**src/rtl/loop_ctrl_from_t_sub_1.sv**
```systemverilog
`default_nettype none
// ============================================================================
// Module   : loop_ctrl_from_t_sub_1
// Brief    : Nested down-counting (i, j) loop sequencer, t_sub_1..0 on both
//            indices, ce-gated. Optional abort input under LOOP_CTRL_ABORT_EN.
// Revision : 1.0 - initial release
// ============================================================================
module loop_ctrl_from_t_sub_1 #(
  parameter  int DATA_WIDTH = 8,
  localparam int CW         = (DATA_WIDTH > 1) ? $clog2(DATA_WIDTH) : 1
) (
  input  logic          clk,
  input  logic          rst,
  input  logic          ce,
  input  logic          start,
  input  logic          step,
`ifdef LOOP_CTRL_ABORT_EN
  input  logic          abort,
`endif
  input  logic [CW-1:0] t_sub_1,
  output logic          busy,
  output logic          o_valid,
  output logic [CW-1:0] o_i,
  output logic [CW-1:0] o_j,
  output logic          o_last_j,
  output logic          o_last_i,
  output logic          done
);

  localparam logic [CW-1:0] c_one  = CW'(1);
  localparam logic [CW-1:0] c_zero = '0;

  typedef enum logic [1:0] {
    S_IDLE = 2'd0,
    S_RUN  = 2'd1,
    S_DONE = 2'd2
  } state_t;

  state_t        r_state;
  logic [CW-1:0] r_t;
  logic [CW-1:0] r_i;
  logic [CW-1:0] r_j;
  logic          w_abort;

`ifdef LOOP_CTRL_ABORT_EN
  assign w_abort = abort;
`else
  assign w_abort = 1'b0;
`endif

  always_ff @(posedge clk) begin
    if (rst) begin
      r_state <= S_IDLE;
      r_t     <= c_zero;
      r_i     <= c_zero;
      r_j     <= c_zero;
    end else if (ce) begin
      case (r_state)
        S_IDLE: begin
          if (start) begin
            r_t     <= t_sub_1;
            r_i     <= t_sub_1;
            r_j     <= t_sub_1;
            r_state <= S_RUN;
          end
        end
        S_RUN: begin
          if (w_abort) begin
            r_state <= S_IDLE;
            r_i     <= c_zero;
            r_j     <= c_zero;
          end else if (step) begin
            // Inner index wraps back to the latched bound, never below zero
            if (r_j != c_zero) begin
              r_j <= r_j - c_one;
            end else if (r_i != c_zero) begin
              r_j <= r_t;
              r_i <= r_i - c_one;
            end else begin
              r_state <= S_DONE;
            end
          end
        end
        S_DONE: begin
          // start is deliberately not looked at on this edge
          r_state <= S_IDLE;
          if (w_abort) begin
            r_i <= c_zero;
            r_j <= c_zero;
          end
        end
        default: r_state <= S_IDLE;
      endcase
    end
  end

  // Outputs are plain decodes of the state flops
  assign busy     = (r_state != S_IDLE);
  assign o_valid  = (r_state == S_RUN);
  assign done     = (r_state == S_DONE);
  assign o_i      = r_i;
  assign o_j      = r_j;
  assign o_last_j = o_valid & (r_j == c_zero);
  assign o_last_i = o_valid & (r_i == c_zero);

endmodule
`default_nettype wire

```
**config.mk**
```make
export PLATFORM = sky130hd
export DESIGN_NAME = loop_ctrl_from_t_sub_1
export DESIGN_NICKNAME = d
export VERILOG_FILES = /design/src/rtl/loop_ctrl_from_t_sub_1.sv
export SDC_FILE = /design/constraint.sdc
export NUM_CORES = 1
export LEC_CHECK = 0
export ABC_AREA = 1
export BUFFER_PORTS_ARGS = -buffer_cell sky130_fd_sc_hd__buf_4
export CORE_MARGIN = 2
export CORE_UTILIZATION = 31
export DETAILED_ROUTE_END_ITERATION = 8
export GPL_TIMING_DRIVEN = 0
export SYNTH_ARGS = -nofsm -noshare
export SYNTH_HDL_FRONTEND = slang
export SYNTH_SLANG_ARGS = --single-unit
```
**constraint.sdc**
```tcl
create_clock -name clk -period 2.5 [get_ports clk]
set_input_delay 0.125 -clock clk [delete_from_list [all_inputs] [get_ports clk]]
set_output_delay 0.125 -clock clk [all_outputs]
set_load 0.005 [all_outputs]
```
# [Yosys cells after proc, flatten, opt, wreduce, memory -nomap -nowiden]
# Index checks and enable logic that the tools add are counted.
[word_totals] register_bits=11 word_cells=41
[op_classes] reduce_logical=11 bitwise_logic=2 muxes=14 eq_ne=8 n_addsub=2
[ops] op="$mux 3" n=7
[ops] op="$pmux 3 s2" n=2
[ops] op="$reduce_and 5->1" n=2
[ops] op="$mux 2" n=4
[ops] op="$ne 2x2->1 const B" n=4
[ops] op="$logic_not 3->1" n=2
[ops] op="$reduce_and 6->1" n=1
[ops] op="$reduce_bool 3->1" n=2
[ops] op="$sub 3x1->3 const B" n=2
[ops] op="$pmux 2 s2" n=1
[ops] op="$reduce_bool 2->1" n=2
[ops] op="$ne 3x1->1 const B" n=1
[ops] op="$reduce_and 3->1" n=1
[ops] op="$and 1x1->1" n=2
[ops] op="$eq 2x1->1 const B" n=1
[ops] op="$eq 2x2->1 const B" n=1
[ops] op="$logic_not 2->1" n=1
[ops] op="$ne 2x1->1 const B" n=1

# [Longest topological paths before layout]
# Gate-level depths: netlist (run 1).
[logic_depth] ltp_word=5 depth_mapped=10 mapped_depth_nobuf=10

# [Worst setup path after synthesis (run 1)]
# OpenSTA, ideal clock, no wires.
[synth_path] path_kind="reg2reg" startpoint="register r_i[0], in the netlist o_i[0]" endpoint="register r_i[0], in the netlist o_i[0]" stages_incl_launch_ff=11 path_buffers=0 arrival_time_ns=1.186 path_slack_ns=1.200 required_ns=2.386 cell_sequence="dfxtp_1 > inv_1 > ha_1 > inv_1 > nor2_1 > nand2_1 > nand2_2 > nor2_4 > nand2_1 > nand2_1 > nor2_2"
[synth_via] elab_chain_len=5 word_cells_on_any_way=8
[synth_rtl] element="start, declared" line="41" rtl="logic [CW-1:0] r_i;"
[synth_rtl] element="start signal, assigned" line="55" rtl="r_i <= c_zero;"
[synth_rtl] element="start signal, assigned" line="62" rtl="r_i <= t_sub_1;"
[synth_rtl] element="start signal, assigned" line="70" rtl="r_i <= c_zero;"
[synth_rtl] element="$sub 3x1->3" line="78" rtl="r_i <= r_i - c_one;"
[synth_rtl] element="$mux 3" line="76" rtl="end else if (r_i != c_zero) begin"
[synth_rtl] element="$mux 3" line="74" rtl="if (r_j != c_zero) begin"
[synth_rtl] element="$mux 3" line="72" rtl="end else if (step) begin"
[synth_rtl] element="$pmux 3 s2" line="58" rtl="case (r_state)"
# Parallel ways exist; a longest one is shown, timed or not. The select of a mux whose other input is x is not followed.
# A chain may end at the register's enable or synchronous reset.

# [Final worst setup path (run 1)]
[layout_path] startpoint="register r_i[0], in the netlist o_i[0]" endpoint="output o_last_i"
[layout_via] elab_chain_len=2
[layout_rtl] element="$logic_not 3->1" line="104" rtl="assign o_last_i = o_valid & (r_i == c_zero);"
[layout_rtl] element="$and 1x1->1" line="104"
[layout_rtl] element="end, declared" line="26" rtl="output logic o_last_i,"
# Every way passes these cells.

==> reports/qor.csv, run 1 <==
stage,metric,value,unit
run,cap_violations,0,
clock_tree,clkTransAtPathRegs,0.07,ns
clock_tree,cts_resized,0,
synthesis,yosys-top-cells-area,"dfxtp_1 (31%), nand2_1 (16%), nor2_1 (11%), inv_1 (8.3%), ha_1 (6.9%)",
critical_path,endpoint,o_last_i,
critical_path,worstSetupStartpoint,o_i[0]$_SDFFE_PP0P_,
critical_path,reg2reg_from,o_i[0]$_SDFFE_PP0P_,
sta,fmax,647,MHz
hold_path,hp-class,in -> reg,
synthesis,ys_warn_count,0,
sta,tns,0,ns
sta,fin_crit_sh,61.8,%
drt,drcViolationCount,0,
placement,dpl_cell_area,892,µm²
outcome,outcome,"finished, final reports clean",
synthesis,syn_inst,111,
layout,nets,146,
layout,post-route-cell-area,918,µm²
critical_path,worstPathArrival,1.42,ns
floorplanning,rows,17,
synthesis,syn_avg_cell_area,6.50,µm²
critical_path,r2r_cells,10,
sta,setup_viol,0,
global_routing,antenna_found_initial,0,
clock_tree,post_cts_buffers,0,
clock_tree,tritoncts,built,
synthesis,synth_edf_count,0,
global_routing,grt_pass1_wl,2310,µm
synthesis,syn_area,722,µm²
layout,seq_area,220,µm²
critical_path,start_kind,flip-flop,
drt,via_count,693,
clock_tree,postCtsHoldBufs,0,
drt,dr.pass1.iters,3,
pwr,switching_share,37.6,%
global_routing,grt_overflow_total,0,
clock_tree,clock_path_buffers,2,
drt,top_layer,met4,
floorplanning,dieArea,2730,µm²
pwr,vdd_drop_max,340,µV
critical_path,r2r-end,o_i[0]$_SDFFE_PP0P_,
clock_tree,worstSkewPairLatency,0.27,ns
drt,via_per_inst,4.30,
synthesis,ys_ff_latch,11,
drt,routed_wl,1460,µm
pwr,p_leak,0.506,nW
sta,period_minus_slack,1.54,ns
drt,drt_iter0_markers,7,
pwr,seqPwrFrac,37.4,%
critical_path,critPathCaptureType,output port,
critical_path,reg2reg_slack,1.09,ns
sta,maxSlewHeadroom,81.8,%
floorplanning,core,2210,µm²
critical_path,critPathRequiredTime,2.38,ns
synthesis,post-synth-top-area-cell,dfxtp_1,
sta,fin_skew,0.000997,ns
drt,drtAntennaViolNets,0,
critical_path,crit_type,reg -> out,
sta,rsz0062_at_grt,false,
global_routing,grt_pass1_vias,566,
synthesis,ys_seq_area_share,30.5,%
synthesis,yosysUniqueCellTypes,17,
placement,gp_congestion,0.762,
layout,multi_input_comb_area,430,µm²
floorplanning,io_pins,19,
synthesis,synth.most_common_cell,nand2_1,
placement,dp_hpwl,1170,µm
pwr,total_power,0.586,mW
placement,port_buffers,18,
pwr,combPwrFrac,41.0,%
clock_tree,numClockSinks,11,
sta,hold_viol_final,0,
synthesis,synthFlopType,dfxtp_1,
layout,area_delta_synth_final,27.2,%
floorplanning,start_util,32.6,%
clock_tree,cts-root-buf,clkbuf_4,
pwr,p_switching,0.220,mW
critical_path,path_max_fanout,4,
sta,maxSlewViolCount,0,
synthesis,synth.top_cells.by_count,"nand2_1 (30), nor2_1 (21), inv_1 (16), dfxtp_1 (11), o21ai_0 (7)",
synthesis,syn_nets,123,
layout,nFillCells,251,
hold_path,whs_path_depth,2,
drt,dr_wl_met2,606,µm
synthesis,async_flop_share,0,%
floorplanning,dieHeight,52.3,µm
synthesis,synth_top_cell_area_share,30.5,%
layout,drive_gt1_share,26.3,%
pwr,powerDensity,638,nW/µm²
clock_tree,cts_buffers,3,
floorplanning,die_w,52.3,µm
pwr,p_clk_share,21.6,%
pwr,power.internal,0.365,mW
sta,worst_pin_slew,0.272,ns
global_routing,grt_usage,11.7,%
drt,routedWlPerCell,9.07,µm
drt,met1_length,731,µm
clock_tree,htreeDepth,1,
drt,met3_length,76,µm
layout,n_antenna_cell,0,
global_routing,grt_max_degree,10,
worst max-delay path, stage by stage, from the launching register on:
cell and delay (ns):
dfxtp_1 0.33, inv_1 0.08, ha_1 0.17, inv_1 0.04, nor2_1 0.22, nand2_1 0.13
inv_1 0.07, buf_4 0.10
worst min path at each step:
stage | slack, ns | end | from
6_report | 0.01 | r_state[1]$_SDFFE_PP0P_ | rst
2_1_floorplan | 0.20 | r_state[1]$_SDFFE_PP0P_ | rst
4_1_cts | 0.01 | r_state[1]$_SDFFE_PP0P_ | rst
5_1_grt | 0.008 | r_state[1]$_SDFFE_PP0P_ | rst
3_5_place_dp | 0.30 | r_state[1]$_SDFFE_PP0P_ | rst
3_3_place_gp | 0.30 | r_state[1]$_SDFFE_PP0P_ | rst
cell usage in the layout, fill, tap and decap left out, drive strengths merged:
| cell type | netlist | final |
|---|---|---|
| clkbuf | 0 | 4 |
| dfxtp | 11 | 11 |
| o21ai | 7 | 7 |
| xor2 | 1 | 1 |
| nor2 | 25 | 25 |
| nand2 | 35 | 35 |
| ha | 4 | 4 |
| inv | 19 | 19 |
| o21bai | 1 | 1 |
| buf | 0 | 18 |
| xnor2 | 1 | 1 |
| nand3 | 7 | 7 |
per-stage QoR:
step | setup WS, ns | utilization [%] | instances | hold WS, ns
detailed placement | 1.09 | 40.3 | 157 | 0.304
global route | 0.810 | 41.5 | 161 | 0.00835
global placement | 1.10 | 40.3 | 157 | 0.300
CTS | 0.940 | 41.5 | 161 | 0.0109
finish | 0.955 | 41.5 | 161 | 0.0104
floorplan | 1.20 | - | 111 | 0.197
power groups by stage:
stage	Sequential (mW)	Clock (mW)	Combinational (mW)
6_report	0.219	0.126	0.240
5_1_grt	0.223	0.139	0.273
3_3_place_gp	0.223	0	0.241
4_1_cts	0.219	0.130	0.244
2_1_floorplan	0.222	0	0.165
3_5_place_dp	0.223	0	0.243
registers in the layout (all words and copies together), names as in the netlist:
name     cells
o_i          3
o_j          3
r_t          3
r_state      2
kinds of logic (layout without fill, tap and decap cells):
kind of cell	count (synthesis)	in the layout	share of synthesized area, %
flops	11	11	30.5
compound gates	8	8	5.89
fa+ha+maj	4	4	6.93
simple gates	67	67	44.4
buf+inv	19	41	9.88
xor+xnor	2	2	2.43
final cells by class:
cell class                 instances  area share, %
multi-input combinational         81           46.9
sequential                        11           24.0
timing repair buffer              18           14.7
inverter                          19           7.77
tap                               28           3.81
clock buffer                       4           2.86
routing by layer:
layer	track usage (%)	up-vias
li1	-	379
met1	14.5	294
met2	17.3	15
met3	2.00	5
met4	10.3	0
met5	0	-
(Power assumes the default switching activity.)
==> run 2, diff against run 1 <==
- clock period: 2.5 -> 1.2 ns (I/O delays scaled with it)
==> reports/qor.csv, run 2 (same netlist as run 1, synthesis figures left out) <==
stage,metric,value,unit
sta,setup_viol,1,
sta,fin_skew,0.00548,ns
sta,period_minus_slack,1.22,ns
layout,post-route-cell-area,1100,µm²
global_routing,grt_usage,12.1,%
critical_path,worstPathArrival,1.16,ns
placement,gp_congestion,0.803,
layout,mostFrequentLayoutCells,"nand2_1 (25), buf_4 (23), nor2_1 (19)",
layout,post-route-util,49.8,%
sta,rsz0062_at_grt,true,
critical_path,critPathRequiredTime,1.14,ns
critical_path,start_kind,flip-flop,
pwr,seqPwrFrac,32.9,%
outcome,outcome,finished with violations,
run,cap_violations,0,
floorplanning,dieArea,2730,µm²
layout,area_delta_synth_final,52.7,%
sta,worst_hold_slack,0.0368,ns
clock_tree,htreeDepth,1,
placement,dp_slack,-0.0867,ns
layout,nFillCells,244,
critical_path,crit_path_frequent_cell,inv_2,
clock_tree,clkTransAtPathRegs,0.08,ns
layout,n_antenna_cell,0,
global_routing,top_usage_layer,met2,
sta,maxSlewViolCount,0,
placement,dp_hpwl,1170,µm
global_routing,grt_overflow_total,0,
pwr,powerDensity,1300,nW/µm²
global_routing,grtUsageMet2,18.8,%
layout,mostFrequentLayoutCell,nand2_1,
outcome,violations,negative setup slack,
layout,nets,156,
sta,fin_crit_sh,102,%
sta,hold_viol_final,0,
critical_path,endpoint,o_last_i,
critical_path,reg2reg_slack,0,ns
clock_tree,numClockSinks,11,
pwr,combPwrFrac,49.1,%
sta,fmax,819,MHz
clock_tree,cts-root-buf,clkbuf_4,
sta,tns,-0.0205,ns
pwr,total_power,1.43,mW
global_routing,antenna_found_initial,0,
clock_tree,worstSkewPairLatency,0.26,ns
floorplanning,io_pins,19,
layout,final_cells,171,
floorplanning,start_util,32.6,%
drt,routed_wl,1500,µm
critical_path,slowest_delay,0.33,ns
pwr,vdd_drop_max,840,µV
critical_path,r2r_cells,10,
pwr,switching_share,36.5,%
placement,dp.cells,157,
floorplanning,die_w,52.3,µm
critical_path,worstPathCellList,"inv_2, ha_4, inv_2, nor2_4, nand2_2, inv_2, buf_6",
placement,dpl_cell_area,917,µm²
pwr,p_leak,0.565,nW
global_routing,grt_pass1_vias,603,
placement,port_buffers,18,
pwr,p_clk_share,17.9,%
drt,via_per_inst,4.16,
clock_tree,tritoncts,built,
drt,dr.pass1.iters,4,
pwr,p_switching,0.522,mW
global_routing,grt_max_degree,10,
critical_path,critPathCaptureType,output port,
sta,maxSlewHeadroom,82.2,%
global_routing,grt_pass1_wl,2460,µm
critical_path,cpMaxStageDelayCell,dfxtp_2,
floorplanning,core,2210,µm²
critical_path,reg2reg_from,o_i[0]$_SDFFE_PP0P_,
critical_path,crit_type,reg -> out,
critical_path,r2r-end,o_i[0]$_SDFFE_PP0P_,
global_routing,met1_usage,16.8,%
drt,via_count,711,
critical_path,worstSetupStartpoint,o_i[1]$_SDFFE_PP0P_,
layout,drive_gt1_share,46.9,%
critical_path,path_max_fanout,2,
pwr,power.internal,0.907,mW
clock_tree,clock_path_buffers,2,
drt,drt_iter0_markers,7,
drt,routedWlPerCell,8.80,µm
hold_path,hp-class,in -> reg,
drt,drcViolationCount,0,
sta,worst_slack,-0.0205,ns
global_routing,met3_usage,1.71,%
floorplanning,rows,17,
sta,worst_pin_slew,0.267,ns
hold_path,whs_path_depth,3,
clock_tree,cts_buffers,3,
floorplanning,dieHeight,52.3,µm
drt,drtAntennaViolNets,0,
[run 2: cell types whose count changed in the layout (fill, tap and decap cells not counted), moves of 5 or more]
cell / change
inv_2: +5
buf_4: +5
dfxtp_2: +6
inv_1: -7
nand2_1: -5
dfxtp_1: -6
[run 2: power by group through the flow]
stage / clock network [mW] / registers [mW] / logic, mW
after floorplan: 0 / 0.470 / 0.377
after global placement: 0 / 0.471 / 0.537
after detailed placement: 0 / 0.473 / 0.539
after CTS: 0.266 / 0.466 / 0.677
after global routing: 0.279 / 0.476 / 0.796
final: 0.256 / 0.471 / 0.702
[run 2: cell type report]
class	instances	area [µm²]	area share, %
inverters	19	76.3	6.92
flip-flops and latches	11	228	20.7
well taps	28	35.0	3.18
repair buffers	28	236	21.5
clock buffers	4	26.3	2.38
multi-input cells	81	500	45.4
[run 2: routing by layer]
layer / vias to the layer above / wire (µm)
li1: 400 / -
met5: - / 0
met3: 2 / 66
met2: 13 / 660
met1: 296 / 762
met4: 0 / 14
[run 2: how the worst min path moves through the flow]
stage                     from                       to  slack (ns)
detailed placement         rst  r_state[1]$_SDFFE_PP0P_        0.24
CTS                 t_sub_1[0]      r_t[0]$_SDFFE_PP0P_        0.03
global placement           rst  r_state[1]$_SDFFE_PP0P_        0.24
global route        t_sub_1[2]      r_t[2]$_SDFFE_PP0P_        0.05
finish              t_sub_1[0]      r_t[0]$_SDFFE_PP0P_        0.04
floorplan                  rst  r_state[1]$_SDFFE_PP0P_        0.13
[run 2: timing repair]
action | CTS | global route
hold buffers | 1 | 0
endpoints found under the setup margin | 8 | 13
pin swaps | 9 | 5
buffers inserted | 6 | 3
endpoints found under the hold margin | 1 | 0
resized for setup | 15 | 9
[run 2: critical path: cells and delay by family (launching register included)]
family,cells,cell delay (ns)
buffers and inverters,4,0.25
adders and majority gates,1,0.13
and+or+nand+nor,2,0.19
DFF,1,0.33
